===== src/rtl/imm_gen_pipe.sv =====
// Pipelined immediate extender for the decode stage: decodes Instr[31:7] per ImmSrc,
// registers the result with its tag, and buffers up to two beats behind a valid/ready handshake.
module imm_gen_pipe #(
  parameter int XLEN  = 32,
  parameter int TAG_W = 32
) (
  input  logic             clk,
  input  logic             reset,
  input  logic             in_valid,
  output logic             in_ready,
  input  logic [3:0]       ImmSrc,
  input  logic [24:0]      Instr,
  input  logic [TAG_W-1:0] in_tag,
  output logic             out_valid,
  input  logic             out_ready,
  output logic [XLEN-1:0]  ImmExt,
  output logic [TAG_W-1:0] out_tag,
  output logic             illegal
);

  typedef enum logic [1:0] {EMPTY, FULL1, FULL2} state_t;

  typedef struct packed {
    logic             ill;
    logic [TAG_W-1:0] tag;
    logic [XLEN-1:0]  imm;
  } beat_t;

  // Re-index the port so field selects read like the ISA manual (bit 31 down to bit 7).
  logic [31:7] ins;
  assign ins = Instr;

  logic signed [11:0] i_imm;
  logic signed [11:0] s_imm;
  logic signed [12:0] b_imm;
  logic signed [20:0] j_imm;
  logic signed [31:0] u_imm;
  logic        [5:0]  shamt;
  logic        [4:0]  zimm;

  assign i_imm = ins[31:20];
  assign s_imm = {ins[31:25], ins[11:7]};
  assign b_imm = {ins[31], ins[7], ins[30:25], ins[11:8], 1'b0};
  assign j_imm = {ins[31], ins[19:12], ins[20], ins[30:21], 1'b0};
  assign u_imm = {ins[31:12], 12'b0};
  assign shamt = (XLEN == 64) ? ins[25:20] : {1'b0, ins[24:20]};
  assign zimm  = ins[19:15];

  beat_t dec_next;

  always_comb begin
    dec_next     = '0;
    dec_next.tag = in_tag;
    case (ImmSrc)
      4'b0000: dec_next.imm = XLEN'(i_imm);
      4'b0001: dec_next.imm = XLEN'(s_imm);
      4'b0010: dec_next.imm = XLEN'(b_imm);
      4'b0011: dec_next.imm = XLEN'(j_imm);
      4'b0100: dec_next.imm = XLEN'(shamt);
      4'b0101: dec_next.imm = XLEN'(u_imm);
      4'b0110: dec_next.imm = XLEN'(zimm);
      default: dec_next.ill = 1'b1;
    endcase
  end

  state_t state_reg;
  beat_t  main_reg;
  beat_t  skid_reg;
  logic   out_valid_reg;
  logic   in_ready_reg;

  logic in_xfer;
  logic out_xfer;

  assign in_xfer  = in_valid && in_ready_reg;
  assign out_xfer = out_valid_reg && out_ready;

  // in_ready only ever falls when the skid entry fills, so it never depends on out_ready this cycle.
  always_ff @(posedge clk or posedge reset) begin
    if (reset) begin
      state_reg     <= EMPTY;
      main_reg      <= '0;
      skid_reg      <= '0;
      out_valid_reg <= 1'b0;
      in_ready_reg  <= 1'b1;
    end else begin
      case (state_reg)
        EMPTY: begin
          if (in_xfer) begin
            main_reg      <= dec_next;
            out_valid_reg <= 1'b1;
            state_reg     <= FULL1;
          end
        end
        FULL1: begin
          if (out_xfer && in_xfer) begin
            main_reg <= dec_next;
          end else if (out_xfer) begin
            out_valid_reg <= 1'b0;
            state_reg     <= EMPTY;
          end else if (in_xfer) begin
            skid_reg     <= dec_next;
            in_ready_reg <= 1'b0;
            state_reg    <= FULL2;
          end
        end
        FULL2: begin
          if (out_xfer) begin
            main_reg     <= skid_reg;
            in_ready_reg <= 1'b1;
            state_reg    <= FULL1;
          end
        end
        default: begin
          out_valid_reg <= 1'b0;
          in_ready_reg  <= 1'b1;
          state_reg     <= EMPTY;
        end
      endcase
    end
  end

  assign in_ready  = in_ready_reg;
  assign out_valid = out_valid_reg;
  assign ImmExt    = main_reg.imm;
  assign out_tag   = main_reg.tag;
  assign illegal   = main_reg.ill;

endmodule


===== config.mk =====
export PLATFORM = sky130hd
export DESIGN_NAME = imm_gen_pipe
export DESIGN_NICKNAME = d
export VERILOG_FILES = /design/src/rtl/imm_gen_pipe.sv
export SDC_FILE = /design/constraint.sdc
export NUM_CORES = 1
export LEC_CHECK = 0
export ABC_AREA = 0
export BUFFER_PORTS_ARGS = -buffer_cell sky130_fd_sc_hd__buf_4
export CORE_ASPECT_RATIO = 1.75
export CORE_MARGIN = 1
export CORE_UTILIZATION = 48
export DETAILED_ROUTE_END_ITERATION = 7
export PLACE_DENSITY = 0.77
export SLEW_MARGIN = 0
export SYNTH_ARGS = -nofsm -noshare
export SYNTH_HDL_FRONTEND = slang
export SYNTH_SLANG_ARGS = --single-unit

===== constraint.sdc =====
create_clock -name clk -period 4.9 [get_ports clk]
set_clock_uncertainty 0.1 [all_clocks]
set_input_delay 0.49 -clock clk [delete_from_list [all_inputs] [get_ports clk]]
set_output_delay 0.49 -clock clk [all_outputs]
set_load 0.05 [all_outputs]

== Word level (Yosys, flattened, before mapping) ==
Index checks and enable logic that the tools add are counted.

* Output and inout bits: 67
* Input port bits: 65
* Word-level logic and storage cells: 62
* Bits in registers: 134

* Mux-type cells: 21
* Reduce and logical (&&, ||, !) cells: 12
* Bitwise gates (word level): 4
* Equal/unequal tests: 16

{| class="wikitable"
|+ Operator list
! cell !! count
|-
| 32-bit case mux with 7 select lines || 1
|-
| 65-bit two-way mux || 3
|-
| 65-bit case mux with 3 select lines || 1
|-
| 4-bit AND reduction || 4
|-
| 2-bit != test (second input constant) || 7
|-
| 4-bit by 3-bit equality test with 1-bit output (second input constant) || 3
|-
| 2-bit two-way mux || 5
|-
| 4-bit by 2-bit equality test with 1-bit output (second input constant) || 2
|-
| 1-bit two-way mux || 8
|-
| 7-bit OR reduction || 1
|-
| 1-bit case mux with 3 select lines || 2
|-
| 2-bit case mux with 3 select lines || 1
|-
| 5-bit AND reduction || 1
|-
| 4-bit by 1-bit equality test with 1-bit output (second input constant) || 1
|-
| 4-bit logical NOT || 1
|-
| 1-bit NOT || 4
|-
| 1-bit logical AND || 3
|-
| 3-bit != test (second input constant) || 1
|-
| 3-bit nonzero test || 1
|-
| 2-bit by 1-bit equality test with 1-bit output (second input constant) || 1
|-
| 2-bit equality test (second input constant) || 1
|-
| 2-bit logical NOT || 1
|}

== Longest topological paths before layout ==
Gate-level depths: netlist of run 1.

* Word-level depth: 5
* Depth in mapped cells: 8
* Depth with buffers taken out: 4

== Least setup slack after synthesis of run 1 ==
OpenSTA, ideal clock, no wires.

* Path type: reg2reg
* Start: register out_valid_reg, in the netlist out_valid
* End: register skid_reg[11] (netlist bit)
* Setup slack: 3.071 ns
* Required time: 4.675 ns
* Buffers on the path: 2
* Stages on the path, launching flop included: 6
* Arrival time: 1.604 ns
* Setup time: 0.125 ns
* Cell sequence: dfrtp_1 a21boi_4 nand2_1 buf_4 buf_6 mux2_2

* Longest elaborated chain between the ends: 4
* Elaborated cells on any way between the ends: 5
* Those cells by class: bitwise: 2; reduce/logical: 3

{| class="wikitable"
|+ RTL lines
! item !! RTL line !! text
|-
| from (decl) || 69 || <nowiki>logic out_valid_reg;</nowiki>
|-
| from (signal assigned) || 84 || <nowiki>out_valid_reg <= 1'b0;</nowiki>
|-
| from (signal assigned) || 91 || <nowiki>out_valid_reg <= 1'b1;</nowiki>
|-
| from (signal assigned) || 99 || <nowiki>out_valid_reg <= 1'b0;</nowiki>
|-
| 1-bit logical AND (*) || 76 || <nowiki>assign out_xfer = out_valid_reg && out_ready;</nowiki>
|-
| 1-bit logical AND || 96 || <nowiki>if (out_xfer && in_xfer) begin</nowiki>
|-
| 1-bit NOT (no line) || -- ||
|-
| 4-bit AND reduction (no line) (*) || -- ||
|-
| to (signal assigned) || 102 || <nowiki>skid_reg <= dec_next;</nowiki>
|-
| to (decl) || 68 || <nowiki>beat_t skid_reg;</nowiki>
|}

Mark *: on every way between the ends. The rest lies on a longest branch, timed or not.
A chain may end at the register's enable or synchronous reset.

== Final worst setup path of run 1 ==
* Start: register state_reg[0]
* End: register main_reg (netlist bit ImmExt[28])

* Longest elaborated chain between the ends: 3
* Elaborated cells on any way between the ends: 9
* Those cells by class: eq/ne: 5; mux: 1; reduce/logical: 3

{| class="wikitable"
|+ RTL lines
! item !! RTL line !! text
|-
| from (decl) || 66 || <nowiki>state_t state_reg;</nowiki>
|-
| from (signal assigned) || 81 || <nowiki>state_reg <= EMPTY;</nowiki>
|-
| from (signal assigned) || 92 || <nowiki>state_reg <= FULL1;</nowiki>
|-
| from (signal assigned) || 100 || <nowiki>state_reg <= EMPTY;</nowiki>
|-
| 2-bit by 1-bit equality test with 1-bit output, or another cell as far along || 87 || <nowiki>case (state_reg)</nowiki>
|-
| 2-bit != test (no line) / 3-bit nonzero test (equally long branches) || -- ||
|-
| 4-bit AND reduction (no line) || -- ||
|-
| to (signal assigned) || 90 || <nowiki>main_reg <= dec_next;</nowiki>
|-
| to (signal assigned) || 97 || <nowiki>main_reg <= dec_next;</nowiki>
|-
| to (signal assigned) || 109 || <nowiki>main_reg <= skid_reg;</nowiki>
|-
| to (decl) || 67 || <nowiki>beat_t main_reg;</nowiki>
|}

Several ways; a longest one is shown, not always the timed one.

==> impl_metrics.yaml, run 1 <==
run_status:
  status: "finished, violations left"
  violations: "design-rule violations"
timing:
  grt_setup_unrepaired: "false"
  tightestPinTransition_ns: 1.05
  finalHoldViolations: 0
  setup_viol: 0
  period_needed_ns: 2.58
  tns_ns: 0
  fin_crit_sh_pct: 52.7
  maxSlewViolCount: 0
  slew_headroom_pct: 29.8
  worst_hold_slack_ns: 0.197
  max_clock_freq_mhz: 387
setup_path:
  critPathMaxFanout: 42
  crit_arrival_ns: 2.82
  critPathKind: "flop to flop"
  cp-start-kind: "flop"
  end_kind: "flop"
  reg2reg_depth: 4
  required_ns: 5.13
clock_tree:
  cts_setup_buffers: 0
  clkSinkCount: 134
  path_clk_slew_ns: 0.06
  cts_inserted_buffers: 17
  cts_buffer_depth: 2
  cts-root-buf: "clkbuf_16"
  hold_buffers: 0
  cts_tree: "built"
  h-tree-depth: 4
  postCtsResizedCells: 0
  clkLatencyLatePin_ns: 0.41
grt:
  grt_max_degree: 86
  grt_usage_pct: 23.8
  antenna_found_initial: 0
  grt_overflow_total: 0
  grt_pass1_vias: 4864
  grt_pass1_wl_mm: 23.7
drt:
  vias_per_cell: 5.62
  drcViolationCount: 1
  ant_nets: 0
  firstDrtPassIters: 7
  wirelength_mm: 14.8
  vias: 5021
  drtIter0Drc: 366
  avgRoutedWirePerCell_um: 16.6
job:
  maxCapViolations: 0
final_layout:
  final_cell_mix: "buf_4, dfrtp_1, nand2_1"
  antenna_cells: 0
  areaGrowthSynthToFinish_pct: 26.0
  largest_reg_flops: 65
  drive_above_1_share_pct: 29.5
  fin_nets: 778
  layout_commonest_cell: "buf_4"
pwr:
  power_mw: 2.51
  powerDensity_nw_per_um2: 329
  p_leak_nw: 3.78
  peakVddDrop_uv: 238
synth:
  ys.flop_type: "dfrtp_1"
  async_flop_share_pct: 100
  ys_ff_latch: 134
  synth_cell_type_count: 36
  ys_seq_area_share_pct: 55.2
  syn_area_um2: 6070
  synth_edf_count: 0
  yosys_warnings: 0
  syn_avg_cell_area_um2: 9.99
  netlist_instances: 608
  synth_nets: 673
placement:
  port_buffers: 131
  dp_hpwl_mm: 9.87
  place.gp.congestion: 0.841
die:
  coreArea_um2: 12400
  fp.dieArea_um2: 13100
  io_pins: 132
  num_rows: 54
  die_w_um: 87.0
  initial_core_util_pct: 48.8
  die_y_um: 151
hold_path:
  hold_path_class: "input pin to asynchronous set/reset pin"
## cell type report
| type | instances | area [um2] |
|---|---|---|
| Fill cell | 1056 | 4780 |
| Sequential cell | 134 | 3350 |
| Multi-Input combinational cell | 422 | 2460 |
| Timing Repair Buffer | 137 | 1030 |
| Clock buffer | 17 | 425 |
| Tap cell | 168 | 210 |
| Clock inverter | 14 | 161 |
| Inverter | 1 | 6.26 |
## cells in the mapped netlist (all sizes together), types with 2 or more instances
cell type  count  share of area, %
clkbuf        16              0.99
o22a           4              0.58
and3b          2              0.29
a32oi          8               1.2
o21ai         22               1.8
o31ai         12               1.7
nor2b          2              0.21
buf           35               3.4
a31oi         43               4.4
nand2b         5              0.52
xor2           2              0.29
dfrtp        133                55
nand3         11              0.91
a21oi         40               3.3
mux2          38               7.0
a2bb2oi       19               2.7
and4b          8               1.3
nor2          68               4.2
nand2        124               7.7
a211oi         4              0.49
## per-stage QoR
stage	setup WS, ns	instances	util [%]	instance area, um2
floorplan	0.729	608	-	6070
global placement	2.47	862	56.8	7060
detailed placement	2.34	862	56.8	7060
CTS	2.33	893	61.5	7650
global route	2.14	893	61.5	7650
finish	2.32	893	61.5	7650
## layer usage
layer	part of all wire, %	GRT usage, %	up-vias
li1	-	-	2349
met1	39	26.9	2470
met2	54	42.1	175
met3	4.7	5.12	27
met4	2.6	11.2	0
met5	0	0	-
## power breakdown
| part | internal [mW] | total [mW] | switching [mW] |
|---|---|---|---|
| clock network | 0.792 | 1.26 | 0.470 |
| registers | 1.11 | 1.11 | 0 |
| logic | 0.0624 | 0.146 | 0.0837 |
## cells by family after synthesis
| kind of cell | count (synthesis) | synth area share (%) |
|---|---|---|
| xor gates and xnor gates | 2 | 0.289 |
| muxes | 39 | 7.21 |
| buffers and inverters | 52 | 4.49 |
| and+or+nand+nor | 224 | 15.7 |
| DFF | 134 | 55.2 |
| AOI/OAI and AO/OA | 157 | 17.1 |
## worst paths after layout
| kind | slack, ns | start | to |
|---|---|---|---|
| min in group clk | 0.22 | in_tag[22] | skid_reg[54] |
| setup reg to reg | 2.32 | state_reg[0] | ImmExt[28] |
| hold reg to reg | 0.38 | skid_reg[64] | skid_reg[64] |
| max in group asynchronous | 3.81 | reset | skid_reg[64] |
| setup / recovery | 2.32 | state_reg[0] | ImmExt[28] |
| hold / removal | 0.20 | reset | out_tag[12] |
## critical path, stage by stage (launching register included)
cell and delay (ns):
dfrtp_1 0.47, nand2b_2 0.76, nand2b_1 0.66, a2bb2oi_1 0.29, a21oi_1 0.20
Power figures use the tool's default switching activity.
==> inputs of run 2 (changes only) <==
==> constraint.sdc (replaced) <==
create_clock -name clk -period 2.5 [get_ports clk]
set_clock_uncertainty 0.1 [all_clocks]
set_input_delay 0.25 -clock clk [delete_from_list [all_inputs] [get_ports clk]]
set_output_delay 0.25 -clock clk [all_outputs]
set_load 0.05 [all_outputs]
==> run 2 against run 1 <==
The run now ends clean. Maximum frequency increased by 33%. Register-to-register slack lost 1.8 ns. Die area did not move. Worst hold slack worse by 0.18 ns. Wire length about the same. Combinational power increased by 130%. Utilization is 3.8 points higher. Cell area up 6.2%. Global-route usage is 0.14 points higher. Clock-buffer cell count is 4 higher. Final cell count rose by 4.6%. Non-clock buffer count grew 40.
==> impl_metrics.yaml, run 2 (synthesized netlist as in run 1, its figures left out) <==
run_status:
  status: "complete, no violations"
drt:
  vias: 5112
  drtIter0Drc: 216
  vias_per_cell: 5.47
  drcViolationCount: 0
  avgRoutedWirePerCell_um: 15.9
  wirelength_mm: 14.8
  ant_nets: 0
  firstDrtPassIters: 5
setup_path:
  critPathMaxFanout: 33
  critPathKind: "flop to flop"
  reg2reg_depth: 4
  required_ns: 2.69
  cpPeakStageDelay_ns: 0.53
  crit_arrival_ns: 2.13
  end_kind: "flop"
  r2r-start: "state_reg[1]"
  path_cells: "and3b_1 > nand2_4 > buf_12 > mux2_2"
  cp-start-kind: "flop"
  slowest_stage: "dfrtp_1"
  cp.buffers_inverters: 1
  reg2reg_to: "skid_reg[49]"
  crit_family: "simple AND/OR/NAND/NOR gates"
  r2r_slack_ns: 0.56
final_layout:
  layout_commonest_cell: "buf_4"
  fin_area_um2: 8120
  fin_nets: 818
  post-route-util_pct: 65.3
  areaGrowthSynthToFinish_pct: 33.8
  final_cell_mix: "buf_4, dfrtp_1, nand2_1"
  antenna_cells: 0
  largest_reg_flops: 65
  fillers: 1019
  drive_above_1_share_pct: 29.0
clock_tree:
  cts_buffer_depth: 2
  cts_tree: "built"
  clkLatencyLatePin_ns: 0.40
  cts-root-buf: "clkbuf_16"
  h-tree-depth: 4
  path_clk_slew_ns: 0.06
  clkSinkCount: 134
  postCtsResizedCells: 0
  cts_inserted_buffers: 17
pwr:
  power_mw: 5.10
  powerDensity_nw_per_um2: 628
  sw_frac_of_total_pct: 21.5
  comb_power_share_pct: 6.5
  peakVddDrop_uv: 453
  internal_power_mw: 4.01
  p_sw_mw: 1.09
  p_clk_share_pct: 51.0
  power.share.sequential_pct: 42.5
  p_leak_nw: 3.98
timing:
  tightestPinTransition_ns: 0.628
  grt_setup_unrepaired: "false"
  maxSlewViolCount: 0
  period_needed_ns: 1.94
  max_clock_freq_mhz: 515
  setup_slack_ns: 0.558
  tns_ns: 0
  slew_headroom_pct: 58.0
  finalHoldViolations: 0
  setup_viol: 0
  fin_crit_sh_pct: 77.7
die:
  num_rows: 54
  initial_core_util_pct: 48.8
  die_w_um: 87.0
  die_y_um: 151
  fp.dieArea_um2: 13100
  coreArea_um2: 12400
  io_pins: 132
grt:
  grt_pass1_wl_mm: 24.1
  grt_max_degree: 79
  grt_pass1_vias: 5191
  grt_usage_pct: 23.9
  antenna_found_initial: 0
  grt_overflow_total: 0
placement:
  place.gp.congestion: 0.891
  dp_slack_ns: 0.573
  dpl-instance-area_um2: 7170
  port_buffers: 131
  dp_hpwl_mm: 9.88
hold_path:
  hold_path_class: "input pin to flop"
  holdPathStages: 3
  whs_endpoint: "skid_reg[5]"
  min-delay-start: "Instr[18]"
job:
  maxCapViolations: 0
[run 2: tightest hold or removal path: stages]
cell	delay (ns)
buf_4	0.12
nand2_1	0.05
o21ai_0	0.06
[run 2: metrics by stage]
stage / cells / hold WS [ns]
2_1_floorplan: 608 / 0.286
3_3_place_gp: 869 / 0.223
3_5_place_dp: 869 / 0.230
4_1_cts: 934 / 0.00515
5_1_grt: 934 / 0.0149
6_report: 934 / 0.0198
[run 2: worst max-delay path by stage]
stage	endpoint	from	depth (start not counted)
floorplan	ImmExt[0]	reset	1
global placement	skid_reg[52]	state_reg[1]	4
detailed placement	skid_reg[49]	state_reg[1]	4
CTS	skid_reg[34]	state_reg[1]	4
global route	skid_reg[49]	state_reg[1]	4
finish	skid_reg[49]	state_reg[1]	4
[run 2: area by class of cell]
class                   count  area [um2]  share of cell area [%]
flip-flops and latches    134        3350                    41.3
multi-input cells         422        2460                    30.3
repair buffers            177        1460                    18.0
clock buffers              21         480                    5.91
well taps                 168         210                    2.59
clock inverters            11         146                    1.80
inverters                   1        7.51                  0.0924
[run 2: routing by layer]
metal / GRT usage [%] / vias to the layer above / part of all wire (%)
met2: 42.3 / 185 / 53
met1: 25.9 / 2466 / 39
met3: 4.80 / 38 / 4.4
met5: 0 / - / 0
li1: - / 2423 / -
met4: 14.4 / 0 / 4.1
[run 2: power groups by stage]
stage / registers, mW / clock network (mW) / logic, mW
after CTS: 2.17 / 2.64 / 0.331
after detailed placement: 2.21 / 0 / 0.287
final: 2.17 / 2.60 / 0.331
after global routing: 2.17 / 2.75 / 0.360
after floorplan: 2.21 / 0 / 0.150
after global placement: 2.21 / 0 / 0.281
[run 2: what timing repair did]
item	CTS	global route
setup buffers	0	0
hold buffers	33	0
setup endpoints to repair	0	0
endpoints found under the hold margin	59	0
==> inputs of run 3 (changes only) <==
--- a/config.mk
+++ b/config.mk
@@ -5,7 +5,7 @@
 export SDC_FILE = /design/constraint.sdc
 export NUM_CORES = 1
 export LEC_CHECK = 0
-export ABC_AREA = 0
+export ABC_AREA = 1
 export BUFFER_PORTS_ARGS = -buffer_cell sky130_fd_sc_hd__buf_4
 export CORE_ASPECT_RATIO = 1.75
 export CORE_MARGIN = 1
==> constraint.sdc (replaced) <==
create_clock -name clk -period 2 [get_ports clk]
set_clock_uncertainty 0.1 [all_clocks]
set_input_delay 0.2 -clock clk [delete_from_list [all_inputs] [get_ports clk]]
set_output_delay 0.2 -clock clk [all_outputs]
set_load 0.05 [all_outputs]
==> run 3 against run 2 <==
Final cell count is 24% higher. Sequential cell count unchanged. Via count grew 13%. Combinational power increased to 14 times the previous value. Utilization increased by 2.0 points. Cell area rose by 4.2%. Sequential share of layout area is 1.7 points lower. Clock power rose by 34%. Critical path depth increased by 4. Maximum frequency is 8.5% higher. Non-clock buffer count rose by 9. Sequential power up 71%.
==> impl_metrics.yaml, run 3 <==
run_status:
  status: "complete, no violations"
drt:
  drcViolationCount: 0
  ant_nets: 0
  route.met2.wl_mm: 8.39
  wirelength_mm: 15.9
  dr_wl_met3_um: 841
  wl_met1_mm: 6.23
  vias: 5793
  avgRoutedWirePerCell_um: 13.8
  firstDrtPassIters: 5
  top_layer: "met4"
  vias_per_cell: 5.01
  drtIter0Drc: 370
pwr:
  peakVddDrop_uv: 875
  internal_power_mw: 6.98
  power.share.sequential_pct: 31.5
  p_sw_mw: 4.81
  p_leak_nw: 4.72
  comb_power_share_pct: 39.0
  sw_frac_of_total_pct: 40.8
  p_clk_share_pct: 29.5
  powerDensity_nw_per_um2: 1390
timing:
  tightestPinTransition_ns: 0.462
  setup_slack_ns: 0.210
  max_clock_freq_mhz: 559
  grt_setup_unrepaired: "false"
  period_needed_ns: 1.79
  fin_crit_sh_pct: 89.5
  finalHoldViolations: 0
  tns_ns: 0
  maxSlewViolCount: 0
  setup_viol: 0
  slew_headroom_pct: 69.1
grt:
  grt_max_degree: 60
  grt_pass1_vias: 5608
  grt_pass1_wl_mm: 26.5
  grt_overflow_total: 0
  antenna_found_initial: 0
  grt_usage_pct: 25.4
synth:
  ys_ff_latch: 134
  ys_seq_area_share_pct: 53.6
  netlist_instances: 812
  ys.flop_type: "dfrtp_1"
  synth_most_common_cell: "nand2_1"
  yosys_warnings: 0
  synth_edf_count: 0
  syn_area_um2: 6250
  netlist_top_cells_count: "nand2_1, dfrtp_1, o21ai_0"
  ys_top_cells_by_area: "dfrtp_1, nand2_1, o21ai_0"
  synth_cell_type_count: 19
  async_flop_share_pct: 100
  synth_top_area_cell: "dfrtp_1"
  syn_avg_cell_area_um2: 7.70
  synth_nets: 877
  synth_top_area_share_pct: 53.2
setup_path:
  cp-start-kind: "flop"
  cp.buffers_inverters: 3
  critPathKind: "flop to flop"
  cp_common_cell: "nand2_1"
  r2r-start: "out_valid"
  endpoint: "skid_reg[23]"
  end_kind: "flop"
  cp.depth: 8
  cpPeakStageDelay_ns: 0.41
  crit_arrival_ns: 1.99
  reg2reg_depth: 8
  slowest_stage: "dfrtp_1"
  r2r_slack_ns: 0.21
  critPathLaunch: "out_valid"
  critPathMaxFanout: 30
  reg2reg_to: "skid_reg[23]"
  path_cells: "nand2_1 > inv_1 > nor3_4 > nand2_2 > inv_4 > buf_12 > nand2_1 > o21ai_0"
  required_ns: 2.20
  crit_family: "buffers and inverters"
die:
  fp.dieArea_um2: 13500
  initial_core_util_pct: 49.8
  die_y_um: 153
  io_pins: 132
  coreArea_um2: 12600
  die_w_um: 88.3
  num_rows: 54
clock_tree:
  cts_buffer_depth: 2
  cts-root-buf: "clkbuf_16"
  cts_setup_buffers: 0
  clkLatencyLatePin_ns: 0.40
  cts_tree: "built"
  path_clk_slew_ns: 0.06
  clkSinkCount: 134
  cts_inserted_buffers: 17
  h-tree-depth: 4
hold_path:
  hold_path_class: "input pin to flop"
  min-delay-start: "Instr[4]"
final_layout:
  drive_above_1_share_pct: 19.7
  layout_commonest_cell: "nand2_1"
  fin_nets: 1040
  fin_area_um2: 8460
  post-route-util_pct: 67.3
  final-instance-count-excl-fill: 1156
  antenna_cells: 0
  largest_reg_flops: 65
  final_cell_mix: "nand2_1, buf_4, dfrtp_1"
  areaGrowthSynthToFinish_pct: 35.3
placement:
  place.gp.congestion: 0.878
  dp_hpwl_mm: 10.8
  port_buffers: 131
  place_inst: 1089
  dpl-instance-area_um2: 7450
  dp_slack_ns: 0.283
job:
  maxCapViolations: 0
run 3: per-stage QoR:
stage / hold WS [ns] / power (mW)
finish: 0.0197 / 11.8
global route: 0.0265 / 12.3
floorplan: 0.221 / 6.83
detailed placement: 0.141 / 8.31
global placement: 0.144 / 8.24
CTS: 0.00598 / 11.9
run 3: power by group through the flow:
stage / clock (mW) / combinational [mW] / sequential (mW)
3_3_place_gp: 0 / 4.50 / 3.74
6_report: 3.48 / 4.60 / 3.72
2_1_floorplan: 0 / 1.04 / 5.79
3_5_place_dp: 0 / 4.57 / 3.74
5_1_grt: 3.65 / 4.89 / 3.79
4_1_cts: 3.53 / 4.64 / 3.72
run 3: layout make-up:
cell class | count | area, um2
fill | 1089 | 4110
sequential | 134 | 3350
multi-input combinational | 562 | 2360
timing repair buffer | 186 | 1580
clock buffer | 21 | 470
inverter | 74 | 284
tap | 168 | 210
clock inverter | 11 | 195
run 3: timing repair:
action                                 CTS  global route
resized for setup                        0             0
endpoints found under the hold margin   53             0
hold buffers                            35             0
run 3: worst reg2reg max path: cells and delay by family (launching register included):
family / cells / cell delay [ns]
AND/OR/NAND/NOR: 4 / 0.50
flip-flops: 1 / 0.41
buffers and inverters: 3 / 0.57
AO/OA/AOI/OAI: 1 / 0.11
run 3: cell families after synthesis:
group                  count (synthesis)  synth area share, %
buffers and inverters                116                 8.64
AND/OR/NAND/NOR                      428                 27.0
AO/OA/AOI/OAI                        134                 10.7
flip-flops                           134                 53.6
run 3: how the worst min path moves through the flow:
stage,slack (ns),cells after the start,to
floorplan,0.22,2,skid_reg[32]
CTS,0.006,4,state_reg[1]
global placement,0.14,2,skid_reg[22]
global route,0.03,5,skid_reg[4]
finish,0.02,5,skid_reg[4]
detailed placement,0.14,2,skid_reg[22]
run 3: per-layer routing:
layer	vias to the layer above	track usage [%]
met4	0	10.6
met3	30	5.67
met2	194	42.7
met1	2719	30.9
met5	-	0
li1	2850	-
